===== src/rtl/lap_recorder.sv =====
// ============================================================================
// Module   : lap_recorder
// Purpose  : Stopwatch lap buffer and recall sequencer. Optional feature
//            macro LAP_OVERWRITE_EN: a lap while full replaces the oldest lap.
// Revision : 1.0 - initial release
// ============================================================================
`default_nettype none

module lap_recorder #(
    parameter int WIDTH = 16,
    parameter int DEPTH = 8,
    parameter int AW    = 3
) (
    input  logic             clock,
    input  logic             reset,
    input  logic             running,
    input  logic [WIDTH-1:0] time_in,
    input  logic             lap_button,
    input  logic             recall_button,
    input  logic             clear,
    output logic [WIDTH-1:0] show,
    output logic             recalling,
    output logic [AW:0]      lap_count,
    output logic             full,
    output logic             overflow
);

    typedef enum logic [0:0] {
        ST_LIVE   = 1'b0,
        ST_RECALL = 1'b1
    } state_t;

    localparam logic [AW:0]   c_depth   = (AW+1)'(DEPTH);
    localparam logic [AW:0]   c_cnt_one = (AW+1)'(1);
    localparam logic [AW-1:0] c_ptr_one = AW'(1);

    logic [WIDTH-1:0] r_mem [DEPTH];

    state_t           r_state;
    state_t           w_state_n;
    logic [AW-1:0]    r_rd_idx;
    logic [AW-1:0]    w_rd_idx_n;
    logic [AW-1:0]    r_wr_ptr;
    logic [AW-1:0]    w_wr_ptr_n;
    logic [AW-1:0]    r_head;
    logic [AW-1:0]    w_head_n;
    logic [AW:0]      r_lap_count;
    logic [AW:0]      w_lap_count_n;
    logic             r_full;
    logic             r_overflow;
    logic             w_overflow_n;
    logic             r_lap_q;
    logic             r_rec_q;
    logic [WIDTH-1:0] r_show;

    logic             w_lap_press;
    logic             w_rec_press;
    logic             w_we;
    logic [AW:0]      w_last_idx;
    logic [AW-1:0]    w_rd_addr;

    assign w_lap_press = lap_button & ~r_lap_q;
    assign w_rec_press = recall_button & ~r_rec_q;
    assign w_last_idx  = r_lap_count - c_cnt_one;
    assign w_rd_addr   = r_head + r_rd_idx;

    // Next-state and buffer bookkeeping; the recall decision sees the count
    // from before any write in the same cycle.
    always_comb begin
        w_state_n     = r_state;
        w_rd_idx_n    = r_rd_idx;
        w_wr_ptr_n    = r_wr_ptr;
        w_head_n      = r_head;
        w_lap_count_n = r_lap_count;
        w_overflow_n  = r_overflow;
        w_we          = 1'b0;

        if (clear) begin
            w_state_n     = ST_LIVE;
            w_rd_idx_n    = '0;
            w_wr_ptr_n    = '0;
            w_head_n      = '0;
            w_lap_count_n = '0;
            w_overflow_n  = 1'b0;
        end else begin
            if (w_lap_press && running) begin
                if (!r_full) begin
                    w_we          = 1'b1;
                    w_wr_ptr_n    = r_wr_ptr + c_ptr_one;
                    w_lap_count_n = r_lap_count + c_cnt_one;
                end else begin
                    w_overflow_n = 1'b1;
`ifdef LAP_OVERWRITE_EN
                    w_we       = 1'b1;
                    w_wr_ptr_n = r_wr_ptr + c_ptr_one;
                    w_head_n   = r_head + c_ptr_one;
`endif
                end
            end

            case (r_state)
                ST_LIVE: begin
                    if (w_rec_press && (r_lap_count != '0)) begin
                        w_state_n  = ST_RECALL;
                        w_rd_idx_n = '0;
                    end
                end
                ST_RECALL: begin
                    if (w_rec_press) begin
                        if ({1'b0, r_rd_idx} == w_last_idx) begin
                            w_state_n = ST_LIVE;
                        end else begin
                            w_rd_idx_n = r_rd_idx + c_ptr_one;
                        end
                    end
                end
                default: w_state_n = ST_LIVE;
            endcase
        end
    end

    always_ff @(posedge clock) begin
        if (reset) begin
            r_state     <= ST_LIVE;
            r_rd_idx    <= '0;
            r_wr_ptr    <= '0;
            r_head      <= '0;
            r_lap_count <= '0;
            r_full      <= 1'b0;
            r_overflow  <= 1'b0;
            r_lap_q     <= 1'b0;
            r_rec_q     <= 1'b0;
            r_show      <= '0;
        end else begin
            r_state     <= w_state_n;
            r_rd_idx    <= w_rd_idx_n;
            r_wr_ptr    <= w_wr_ptr_n;
            r_head      <= w_head_n;
            r_lap_count <= w_lap_count_n;
            r_full      <= (w_lap_count_n == c_depth);
            r_overflow  <= w_overflow_n;
            r_lap_q     <= lap_button;
            r_rec_q     <= recall_button;
            // Display follows the state as it stood before this edge.
            r_show      <= (r_state == ST_RECALL) ? r_mem[w_rd_addr] : time_in;
        end
    end

    always_ff @(posedge clock) begin
        if (!reset && w_we) begin
            r_mem[r_wr_ptr] <= time_in;
        end
    end

    assign show      = r_show;
    assign recalling = (r_state == ST_RECALL);
    assign lap_count = r_lap_count;
    assign full      = r_full;
    assign overflow  = r_overflow;

endmodule

`default_nettype wire


===== config.mk =====
export PLATFORM = sky130hd
export DESIGN_NAME = lap_recorder
export DESIGN_NICKNAME = d
export VERILOG_FILES = /design/src/rtl/lap_recorder.sv
export SDC_FILE = /design/constraint.sdc
export NUM_CORES = 1
export LEC_CHECK = 0
export CAP_MARGIN = 40
export CORE_ASPECT_RATIO = 1.1
export CORE_MARGIN = 2
export CORE_UTILIZATION = 62
export CTS_CLUSTER_SIZE = 25
export DETAILED_ROUTE_END_ITERATION = 10
export GPL_ROUTABILITY_DRIVEN = 1
export HOLD_SLACK_MARGIN = 0.02
export PLACE_DENSITY = 0.91
export SLEW_MARGIN = 10
export SYNTH_ARGS = -nofsm -noshare
export SYNTH_HDL_FRONTEND = slang
export SYNTH_SLANG_ARGS = --single-unit

===== constraint.sdc =====
create_clock -name clock -period 4.9 [get_ports clock]
set_input_delay 0.49 -clock clock [delete_from_list [all_inputs] [get_ports clock]]
set_output_delay 0.49 -clock clock [all_outputs]
set_load 0.02 [all_outputs]

Word level (Yosys, flattened, before mapping):

Memories as Yosys holds them, arrays and structs flattened. A register that Yosys moved wholly into a read port is not among the register bits.
Index checks and enable logic that the tools add are counted.
W data, S select, Z words.

* bits in registers: 31
* bits in latches: 0
* bits in writable memories: 128
* memory bits (read-only): 0
* input bits: 22
* output and inout port bits: 23
* word-level logic and storage cells: 53
* memories kept: 1

* add/subtract/negate cells: 4
* multipliers: 0
* divide/modulo/power cells: 0
* order comparisons: 0
* equal/unequal tests: 5
* shift operators: 0
* multiplexer cells: 19
* bitwise logic cells: 6
* reduce and logical (&&, ||, !) cells: 9

Memory list
* r_mem: depth 8, bits a word 16, read ports 1, clocked after Yosys merged registers in 1, wr ports 1, RTL line 37 `logic [WIDTH-1:0] r_mem [DEPTH];`

Operators by type and width (number)
* $mux W16: 1
* $mux W3: 5
* $mux W4: 3
* $mux W1: 8
* $add A3 B1 Y3 const B: 2
* $pmux W3 S2: 1
* $add A4 B1 Y4 const B: 1
* $eq A3 B4 Y1: 1
* $eq A4 B4 Y1 const B: 1
* $ne A2 B2 Y1 const B: 2
* $not A1 Y1: 4
* $reduce_and A2 Y1: 2
* $reduce_bool A4 Y1: 1
* $sub A4 B1 Y4 const B: 1
* $logic_and A1 B1 Y1: 3
* $reduce_and A3 Y1: 1
* $and A1 B1 Y1: 2
* $ne A2 B1 Y1 const B: 1
* $pmux W1 S2: 1
* $reduce_or A2 Y1: 1
* $logic_not A1 Y1: 1

Logic depth before layout (Yosys ltp):

Gate-level depths: netlist of the first run.

* word-level depth: 8
* gate-level depth with buffers: 7
* depth with buffers taken out: 6

Worst setup path before layout of the first run:

OpenSTA, ideal clock, no wires.

* kind: input to register
* start point: input lap_button
* end point: memory r_mem[4][0] (enable)
* setup time: 0.409 ns
* arrival time: 2.206 ns
* data required time: 4.491 ns
* setup slack: 2.285 ns
* stages on the path: 4
* path buffers: 1
* cells stage by stage: and4bb_1 buf_2 nand3_1 nor3_1

* word-level cells in the longest chain between the ends: 7

RTL lines
* start: declaration: RTL line 18 `input logic lap_button,`
* $and A1 B1 Y1: RTL line 62 `assign w_lap_press = lap_button & ~r_lap_q;`
* $logic_and A1 B1 Y1: RTL line 86 `if (w_lap_press && running) begin`
* $mux W1: RTL line 86
* $mux W1: RTL line 78 `if (clear) begin`
* $logic_and A1 B1 Y1: RTL line 150 `if (!reset && w_we) begin`
* $mux W1: RTL line 150
* $mux W1 (implied by the code): RTL line 151 `r_mem[r_wr_ptr] <= time_in;`
* end: declaration: RTL line 37

No other way between the ends.

Worst setup path after layout of the first run:

* start point: input lap_button
* end point: memory r_mem[2][10] (enable)

Same word-level chain as after synthesis.

==> impl_metrics.toml, run 1 <==
[global_routing]
overflow = 0
antenna_found_initial = 0
grtUsageMet2 = 0.394
grt_pass1_vias = 3386
grt_max_degree = 38
grt_pass1_wl_mm = 19.5
top_usage_layer = "met2"
met1_usage = 0.338
grtUsageTotal = 0.250
grt_use_met3 = 0.0705

[clock_network]
hold_buffers = 0
path_clk_slew_ns = 0.06
clk_latency_ns = 0.53
cts-root-buf = "clkbuf_8"
htree_levels = 4
cts_tree = "yes"
clockBufferDepth = 2
cts_buffers = 17
cts_setup_buffers = 0
cts-resized-gates = 0
clock_sinks = 162

[power]
seqPwrFrac = 0.531
switching_power_uw = 561
pwr-share-comb = 0.033
power-per-cell-area_nw_per_um2 = 382
peakVddDrop_uv = 274
p_leak_uw = 0.00238
p_int_uw = 2260
pwr-share-clk = 0.436
swShare = 0.199

[floorplan]
core_area_um2 = 9790
die_w_um = 99.5
die_area_um2 = 10900
core.rowCount = 38
start_util = 0.635
pin_count = 45
die_h_um = 109

[sta]
fin_crit_sh = 0.495
skew_ns = 0.00646
tns_ns = 0
hold_viol_final = 0
period_needed_ns = 2.42
finalSetupViolCount = 0
finalWorstSetupSlack_ns = 2.48
drv_slew = 0
relSlewSlack = 0.438
worst_slew_pin_slew_ns = 0.843
fmax_mhz = 412
hold_ws_ns = 0.486
rsz0062_at_grt = "false"

[logic_synthesis]
synth_nets = 372
synth_area_um2 = 6220
ys_ff_latch = 162
synthCells = 346
ys_seq_area_frac = 0.727
synth_cell_types = 35
ys_warn_count = 0
postSynthAreaPerCell_um2 = 18.0

[setup_path]
cp_slowest_cell = "nor2_1"
worstSetupPathType = "primary input to flip-flop"
timing.rr.start = "full$_SDFF_PP0_"
path_delay_family = "simple AND/OR/NAND/NOR gates"
path_cells = "clkdlybuf4s50_1 > and4bb_1 > nand3b_1 > nor2_1 > buf_4"
arrival_ns = 2.66
crit_required_ns = 5.13
critPathLaunchType = "primary input"
path_max_fanout = 12
crit_path_max_incr_delay_ns = 0.62
critPathBufInv = 2
startpoint = "lap_button"
end_kind = "flip-flop"

[outcome]
outcome = "finished clean"

[place]
dp.cells = 503
dpl_worst_slack_ns = 1.94
io_buffers = 44
dp_hpwl_mm = 7.35
gp_congestion = 0.744

[min_path]
holdCritPathClass = "flip-flop to flip-flop"
holdCritStartpoint = "overflow$_SDFFE_PP0P_"

[route]
firstDrtPassIters = 5
drc = 0
avgRoutedWirePerCell_um = 23.5
drt_iter0_drc = 301
wl_mm = 12.6
ant_nets = 0
vias = 3392
viasPerCell = 6.34

[final_layout]
num_antenna_cells = 0
final_cell_mix = "128 x edfxtp_1, 44 x clkdlybuf4s50_1, 36 x nor2_1"
drive_gt1_frac = 0.190
instances_no_fill = 535
final_nets = 428
fin_util = 0.754
mostFrequentLayoutCell = "edfxtp_1"
area_delta_synth_final_pct = 18.7

[flow_run]
max_cap_violations = 0
## state kept, by name, indices dropped and copies added, names as in the netlist, named ones only
name and cells:
full 1, lap_count 4, overflow 1, r_lap_q 1, r_mem 128, r_rd_idx 3
r_rec_q 1, r_wr_ptr 3, recalling 1, show 16
## cells by family (layout without fill, tap and decap cells)
logic type      Yosys count  count (layout)  share of synthesized area
fa+ha+maj                 4               4                    0.00804
buf+inv                  23              92                     0.0177
simple gates             67              67                     0.0507
compound gates           27              27                     0.0324
xor+xnor                  8               8                     0.0113
mux                      55              55                      0.153
flops                   162             162                      0.727
## per-stage QoR
stage | area [µm²] | power (µW)
floorplan | 6220 | 1560
global placement | 6810 | 1610
detailed placement | 6830 | 1620
CTS | 7380 | 2830
global route | 7380 | 2900
finish | 7380 | 2820
## path summary, 6_finish.rpt
check	to	depth (start not counted)	slack (ns)
max	r_mem[2][10]$_DFFE_PP_	5	2.48
min	overflow$_SDFFE_PP0P_	2	0.49
max reg2reg	r_mem[2][10]$_DFFE_PP_	4	2.53
min reg2reg	overflow$_SDFFE_PP0P_	2	0.49
## synthesized netlist by cell type, drive strengths merged
library cell	n	area, µm²
a2111oi	1	15.0
a211o	1	8.76
a211oi	17	128
a21o	1	7.51
a21oi	3	15.0
a31oi	2	12.5
and3	1	6.26
and4bb	1	12.5
buf	12	68.8
clkbuf	7	26.3
dfxtp	34	681
edfxtp	128	3840
ha	4	50.1
inv	4	15.0
mux2i	23	230
mux4	32	721
nand2	9	33.8
nand2b	4	25.0
nand3	3	15.0
nand3b	1	7.51
nand4	1	6.26
nor2	36	135
nor2b	2	12.5
nor3	2	10.0
nor4b	2	17.5
o21a	1	7.51
o21bai	1	7.51
or2	2	12.5
or3	2	12.5
or3b	1	8.76
xnor2	4	35.0
xor2	4	35.0
## layer usage
layer | up-vias | share of wire
met1 | 1731 | 0.41
met5 | - | 0
met4 | 0 | 0.019
met2 | 164 | 0.51
met3 | 23 | 0.063
li1 | 1474 | -
## power by group through the flow
stage	logic (µW)	registers [µW]	clock network [µW]
floorplan	25.5	1540	0
global placement	87.5	1530	0
detailed placement	91.3	1530	0
CTS	92.4	1500	1240
global route	99.1	1500	1300
finish	92.2	1500	1230
## layout make-up
class	count	area, µm²
Clock buffer	24	480
Multi-Input combinational cell	161	1600
Sequential cell	162	4530
Clock inverter	8	76.3
Fill cell	533	2410
Inverter	4	15.0
Timing Repair Buffer	56	538
Tap cell	120	150
## worst register-to-register path: stages, from the launching register on
cell and delay, ns:
dfxtp_1 0.32, and4bb_1 0.57, nand3b_1 0.23, nor2_1 0.62, buf_4 0.32
Power figures use the tool's default switching activity.
==> run 2, diff against run 1 <==
--- a/config.mk
+++ b/config.mk
@@ -8,12 +8,12 @@
 export CAP_MARGIN = 40
 export CORE_ASPECT_RATIO = 1.1
 export CORE_MARGIN = 2
-export CORE_UTILIZATION = 62
+export CORE_UTILIZATION = 52
 export CTS_CLUSTER_SIZE = 25
 export DETAILED_ROUTE_END_ITERATION = 10
 export GPL_ROUTABILITY_DRIVEN = 1
 export HOLD_SLACK_MARGIN = 0.02
-export PLACE_DENSITY = 0.91
+export PLACE_DENSITY = 0.82
 export SLEW_MARGIN = 10
 export SYNTH_ARGS = -nofsm -noshare
 export SYNTH_HDL_FRONTEND = slang
==> constraint.sdc (replaced) <==
create_clock -name clock -period 2.01 [get_ports clock]
set_input_delay 0.201 -clock clock [delete_from_list [all_inputs] [get_ports clock]]
set_output_delay 0.201 -clock clock [all_outputs]
set_load 0.02 [all_outputs]
==> run 2 against run 1 <==
Core utilization fell by 9.6 points. Register-to-register slack got worse by 2.4 ns. Critical path depth rose by 1. Critical endpoint is now r_rd_idx[1]$_SDFFE_PP0P_.
==> impl_metrics.toml, run 2 (synthesized netlist as in run 1, its figures left out) <==
[global_routing]
overflow = 0
grt_pass1_wl_mm = 19.0
grtUsageTotal = 0.207
grt_max_degree = 33
antenna_found_initial = 0
grt_pass1_vias = 3445

[setup_path]
r2r_setup_slack_ns = 0.17
worstSetupPathType = "flip-flop to flip-flop"
critPathLaunchType = "flip-flop"
path_max_fanout = 4
timing.rr.start = "lap_count[0]$_SDFF_PP0_"
cp-endpoint = "r_rd_idx[1]$_SDFFE_PP0P_"
arrival_ns = 2.18
startpoint = "lap_count[0]$_SDFF_PP0_"
rr_worst_depth = 6
crit_required_ns = 2.36
timing.rr.end = "r_rd_idx[1]$_SDFFE_PP0P_"
end_kind = "flip-flop"

[clock_network]
htree_levels = 4
clk_latency_ns = 0.42
clockBufferDepth = 2
cts_tree = "yes"
clock_sinks = 162
hold_buffers = 0
cts-root-buf = "clkbuf_16"
path_clk_slew_ns = 0.06
cts_buffers = 17
cts-resized-gates = 0
cts_setup_buffers = 0

[sta]
finalSetupViolCount = 0
fin_crit_sh = 0.915
period_needed_ns = 1.84
drv_slew = 0
hold_ws_ns = 0.338
worst_slew_pin_slew_ns = 0.422
skew_ns = 0.0135
relSlewSlack = 0.717
fmax_mhz = 544
hold_viol_final = 0
rsz0062_at_grt = "false"

[final_layout]
fillers = 764
drive_gt1_frac = 0.214
largest_reg_flops = 128
fin_util = 0.658
mostFrequentLayoutCell = "edfxtp_1"
final_nets = 443
area_delta_synth_final_pct = 22.5
max_flop_register = "r_mem"
final_cell_mix = "128 x edfxtp_1, 44 x clkdlybuf4s50_1, 36 x nor2_1"
num_antenna_cells = 0

[power]
peakVddDrop_uv = 548
power-per-cell-area_nw_per_um2 = 913
p_leak_uw = 0.00247

[min_path]
holdCritPathClass = "primary input to flip-flop"
min_path_cells = 3

[route]
drt_iter0_drc = 262
drc = 0
viasPerCell = 5.83
avgRoutedWirePerCell_um = 21.1
vias = 3381
wl_mm = 12.2
ant_nets = 0
firstDrtPassIters = 6

[floorplan]
die_w_um = 108
die_h_um = 119
start_util = 0.537
core.rowCount = 41
core_area_um2 = 11600
die_area_um2 = 12900
pin_count = 45

[place]
io_buffers = 44
gp_congestion = 0.800
dp_hpwl_mm = 7.59

[flow_run]
max_cap_violations = 0

[outcome]
outcome = "finished clean"
[run 2: changes by cell type in the layout (fill, tap and decap cells not counted), moves of 3 or more]
cell | before | now
buf_4 | 11 | 20
clkinvlp_4 | 3 | 6
clkbuf_8 | 5 | 0
clkinv_1 | 0 | 3
buf_12 | 0 | 7
[run 2: cell type report]
type | count | area, µm² | area share
well taps | 150 | 188 | 0.0246
flip-flops and latches | 162 | 4530 | 0.594
clock buffers | 18 | 429 | 0.0563
clock inverters | 14 | 139 | 0.0182
repair buffers | 71 | 731 | 0.0958
multi-input cells | 161 | 1600 | 0.210
inverters | 4 | 15.0 | 0.00197
[run 2: through the flow]
| step | TNS, ns | power [µW] | cells | cell area (µm²) | setup slack [ns] |
|---|---|---|---|---|---|
| 6_report | 0 | 6960 | 580 | 7620 | 0.171 |
| 4_1_cts | 0 | 7020 | 580 | 7620 | 0.153 |
| 2_1_floorplan | -18.11 | 3810 | 346 | 6230 | -0.159 |
| 5_1_grt | 0 | 7170 | 580 | 7620 | 0.0385 |
| 3_5_place_dp | -1.51 | 3960 | 548 | 7060 | -0.0494 |
| 3_3_place_gp | 0 | 3950 | 548 | 7060 | 0.0305 |
[run 2: metal layers]
metal	track usage	share of wire	wire [µm]	vias to the layer above
li1	-	-	-	1501
met1	0.237	0.38	4620	1721
met2	0.356	0.53	6520	134
met3	0.0623	0.060	735	25
met4	0.0889	0.028	337	0
met5	0	0	0	-
[run 2: worst min-delay path by stage]
stage / end / start / slack (ns)
global route: r_rec_q$_SDFF_PP0_ / recall_button / 0.36
finish: r_rec_q$_SDFF_PP0_ / recall_button / 0.34
CTS: r_rec_q$_SDFF_PP0_ / recall_button / 0.31
detailed placement: overflow$_SDFFE_PP0P_ / overflow$_SDFFE_PP0P_ / 0.49
global placement: overflow$_SDFFE_PP0P_ / overflow$_SDFFE_PP0P_ / 0.46
floorplan: full$_SDFF_PP0_ / clear / 0.28
[run 2: report_power, final]
group / switching, µW / total [µW] / internal, µW
logic: 132 / 236 / 104
registers: 9.96 / 3650 / 3640
clock network: 1260 / 3080 / 1820
[run 2: critical path, cell delays in order, from the launching register on]
cell      delay (ns)
dfxtp_1         0.33
inv_1           0.07
ha_1            0.36
xnor2_1         0.14
a211oi_1        0.35
a21o_1          0.31
mux2i_1         0.21
==> RTL edit 1 (config.mk and constraints of run 2) <==
Reset style: asynchronous (`reset`), changed in one clocked block.
--- a/src/rtl/lap_recorder.sv
+++ b/src/rtl/lap_recorder.sv
@@ -119,7 +119,7 @@
         end
     end
 
-    always_ff @(posedge clock) begin
+    always_ff @(posedge clock or posedge reset) begin
         if (reset) begin
             r_state     <= ST_LIVE;
             r_rd_idx    <= '0;
Behaviour: differs if reset is asserted again (counterexample within 4 cycles, from zero or initial values and one cycle with reset high); with reset held inactive, the same outputs for 10 cycles.
==> RTL edit 1 against run 2 <==
Sequential cell count fell by 3; final area rose by 1.1%; critical path depth fell by 1; fmax fell by 7.1%; wire length rose by 1.7%; synthesized area fell by 0.56%; non-clock buffer count rose by 3; setup slack got worse by 140 ps; first-iteration DRC count rose by 12%; power rose by 0.82%; critical endpoint is now r_mem[6][7]; largest cell class unchanged; highest routed layer unchanged.
==> RTL edit 1: results (changes against run 2) <==
Status
The flow ran to the end, and the final reports show no timing, DRC or antenna violations.

Yosys
The share of flip-flops with an asynchronous set or reset after synthesis is 19.50% (+19 points). The count of unique library cells instantiated by Yosys is 36 (+2.9%). Ranked by instance count, the synthesized netlist is headed by sky130_fd_sc_hd__edfxtp_1 (128), sky130_fd_sc_hd__nand2_1 (39), sky130_fd_sc_hd__nor2_1 (33). The synthesized-area fraction occupied by ao, oa, aoi and oai cells is 2.811% (-0.43 points).

The adder-cell share of the synthesized area came to 0.8089% (+0.0046 points). The multiplexer area fraction after synthesis is 11.97% (-3.3 points). The sequential share of the synthesized area is 74.66% (+1.9 points). The XOR/XNOR share of the synthesized area is 1.132% (+0.0064 points).

By area the synthesized netlist is led by sky130_fd_sc_hd__edfxtp_1 (62%), sky130_fd_sc_hd__dfrtp_1 (13%), sky130_fd_sc_hd__mux4_2 (12%). The post-synthesis net count is 371 (-0.27%).

Min path
The worst hold path stage count is 1 (-2). The path with the worst hold slack has its endpoint at r_rec_q.

GRT
The met2 demand-to-capacity share in global routing was 33.65% (-2.0 points). The wire length of the first global-routing pass was 19350 um (+1.8%). The overall global routing resource usage is 20.98% (+0.30 points). The number of global-route vias before repair is 3580 (+3.9%). The routing usage on met3 is 5.626% (-0.61 points). The pin count of the biggest net entering global routing was 28 (-15%). The met1 routing resource usage after global routing came to 27.48% (+3.8 points).

Route
The routed metal-1 wirelength is 5216 um (+13%). The number of search-and-repair iterations in the first detailed-routing pass is 4 (-2). The initial detailed-routing violation count came to 293 (+12%).

The routed length on met2 is 6304 um (-3.3%). The routed wire length per instance is 21.28 um (+1.0%). The sum of met3 wire segment lengths after detailed routing is 657 um (-11%).

Worst setup path
The endpoint identified for the worst register-to-register timing path is r_mem[6][7]. Broken down by cell family, the worst path's largest delay share belongs to simple AND/OR/NAND/NOR gates. The depth of the most critical reg-to-reg path came to 5 (-1).

The worst setup path is captured at a register. The reg2reg setup slack is 30 ps (-140 ps). The highest fanout seen on the critical path is 8 (+4). The kind of launch point of the worst setup path is a register.

The slowest library cell on the worst path is sky130_fd_sc_hd__or3b_4. The worst register-to-register path begins at full. The stage delay of the slowest cell on the critical path was 450 ps (+90 ps).

STA
The worst clock skew is 7.203 ps (-6.270 ps). The normalized max-slew margin is 64.70% (-7.0 points).

Layout
The fraction of final layout cells with drive strength greater than 1 is 24.65% (+3.3 points). The flip-flop count of the largest register, all copies and words added was 128 (unchanged). The filler cell count in the final layout is 724 (-5.2%). The final net count came to 447 (+0.90%).

Placement
The routability congestion estimate was 0.7807 (-2.4%). The HPWL after detailed placement came to 7467 um (-1.7%).

CTS
The clock-pin slew on the worst setup and hold paths is 60 ps (about the same).

Pwr
The maximum resistive drop on vdd is 554.4 uV (+1.2%). The leakage power was 0.002638 uW (+6.8%). The power density of the placed cells is 910.7 nW/um2 (-0.29%). The switching share of power is 20.05% (-0.11 points). The total sequential power is 3610 uW (-1%).
RTL edit 1: cell count changes after synthesis, sizes merged, moves of 3 or more:
| cell | run 2 | this run |
|---|---|---|
| dfxtp | 34 | 0 |
| dfrtp | 0 | 31 |
| nand2 | 9 | 39 |
| mux2i | 23 | 2 |
| a211oi | 17 | 0 |
| a31oi | 2 | 16 |
| buf | 12 | 8 |
| nand2b | 4 | 1 |
| nor2 | 36 | 33 |
RTL edit 1: timing repair:
action,4_1_cts,5_1_grt
cloned,0,1
setup buffers,1,0
gates resized for setup,0,1
endpoints found under the setup margin,32,23
pin swaps,0,0
RTL edit 1: final cells by class:
cell class / instances / area, um2 / share of cell area (%)
Clock buffer: 20 / 456.7 / 5.923
Sequential cell: 159 / 4622 / 59.95
Multi-Input combinational cell: 163 / 1528 / 19.82
Clock inverter: 12 / 118.9 / 1.542
Inverter: 6 / 26.28 / 0.3408
Timing Repair Buffer: 74 / 770.7 / 9.997
Tap cell: 150 / 187.7 / 2.434
RTL edit 1: metrics by stage:
step	std cells	utilization (%)	setup TNS (ps)	setup slack [ps]	cell area, um2
5_1_grt	584	66.80	-360.2	-27.88	7710
2_1_floorplan	345	-	-10860	-300.9	6264
3_5_place_dp	550	61.49	-19000	-235.9	7097
4_1_cts	583	66.54	0	43.67	7680
3_3_place_gp	550	61.49	-10720	-125.5	7097
6_report	584	66.80	0	30.93	7710
RTL edit 1: cells by family after synthesis:
family          count (synthesis)
compound gates                 25
simple gates                   92
buf+inv                        23
mux                            34
xor+xnor                        8
flops                         159
fa+ha+maj                       4
==> RTL edit 2 (flow settings as in run 2) <==
Made on the original files. Set the parameter `DEPTH` to 16 (it was 8).
--- a/src/rtl/lap_recorder.sv
+++ b/src/rtl/lap_recorder.sv
@@ -8,7 +8,7 @@
 
 module lap_recorder #(
     parameter int WIDTH = 16,
-    parameter int DEPTH = 8,
+    parameter int DEPTH = 16,
     parameter int AW    = 3
 ) (
     input  logic             clock,
Formal check against the unedited RTL: not equivalent (Yosys sat finds a counterexample within 4 cycles, from zero or initial values and one cycle with reset high).
==> RTL edit 2 against run 2 <==
Setup slack worse by 30 ps; final area up 0.56%; synthesized area up 0.76%; sequential cell count unchanged; power up 3.1%; wire length up 3.0%; sequential share of layout area down 0.33 points; critical path depth unchanged.
==> RTL edit 2: results (changes against run 2) <==
Status
The flow ran to the end, and the final reports show no timing, DRC or antenna violations.

Yosys
Ranked by total cell area, the synthesized netlist is headed by sky130_fd_sc_hd__edfxtp_1 (61%), sky130_fd_sc_hd__mux4_2 (11%), sky130_fd_sc_hd__dfxtp_1 (11%). The cell count after synthesis came to 344 (-0.58%). The count of unique library cells instantiated by Yosys is 39 (+11%).

Placement
The total instance count after detailed placement was 540 (-1.5%). The placed cell area is 7049 um2 (-0.11%). The routability congestion estimate is 0.7781 (-2.7%).

Layout
The fraction of cell area in non-clock buffers is 8.943% (-0.64 points). The multi-input combinational cell count is 159 (-1.2%). The sequential cell area share is 59.02% (-0.33 points). The fraction of standard cell area in multi-input logic is 21.21% (+0.26 points). Relative to the synthesized area, the layout overhead comes to 22.29%. The final net count is 431 (-2.7%). The non-clock inverter instance count of the final layout is 5 (+1). The fraction of final layout cells with drive strength greater than 1 is 20.81% (-0.58 points). The filler cell count in the final layout is 822 (+7.6%).

Route
The detailed-route via count was 3279 (-3.0%). The detail-routed via count per cell is 5.733 (-1.7%). The number of search-and-repair iterations in the first detailed-routing pass is 4 (-2). The initial detailed-routing violation count was 293 (+12%). The total wire length came to 12580 um (+3.0%).

Worst setup path
The stage delay of the slowest cell on the critical path is 450 ps (+90 ps). The launch point of the worst reg-to-reg path is lap_count[1]. For this design, the slowest cell found on the critical path is sky130_fd_sc_hd__dfxtp_1.

STA
The minimum hold slack is 377.9 ps (+39.86 ps). The normalized max-slew margin was 71.45% (-0.30 points). The share of the cycle needed by the critical path after routing is 92.97% (+1.5 points).

The worst clock skew is 7.519 ps (-5.954 ps).

GRT
The pin count of the biggest net entering global routing is 34 (+3.0%). The number of global-route vias before repair is 3488 (+1.2%).

Pwr
The leakage power was 0.002476 uW (+0.25%). The reported clock group power is 3310 uW (+7.5%). The power dissipated in combinational cells is 226 uW (-4%).

The part of the total power dissipated in combinational logic is 3.1% (-0.3 points). The power spent charging and discharging nets is 1372 uW (-2.3%).
## RTL edit 2: cell count changes after synthesis, sizes merged, moves of 2 or more
cell	before	now
buf	12	10
nor2	36	34
nand2	9	6
o211ai	0	2
nor2b	2	5
## RTL edit 2: cells by family (layout without fill, tap and decap cells)
logic type	Yosys count	after routing	share of synthesized area (%)
and+or+nand+nor	63	63	4.830
AOI/OAI and AO/OA	28	28	3.712
buffers and inverters	23	97	2.055
muxes	56	56	15.33
adders and majority gates	4	4	0.7983
xor gates and xnor gates	8	8	1.117
DFF	162	162	72.16
## RTL edit 2: worst paths after layout
kind              cells past startpoint  endpoint
setup reg to reg                      6  register
hold / removal                        2   r_rec_q
setup / recovery                      6  register
hold reg to reg                       2  overflow
## RTL edit 2: metal layers
layer | global-route usage (%) | wire length, um | up-vias
li1 | - | - | 1475
met1 | 24.91 | 4678 | 1667
met2 | 36.95 | 6903 | 120
met3 | 5.200 | 693 | 17
met4 | 9.856 | 301 | 0
met5 | 0 | 0 | -
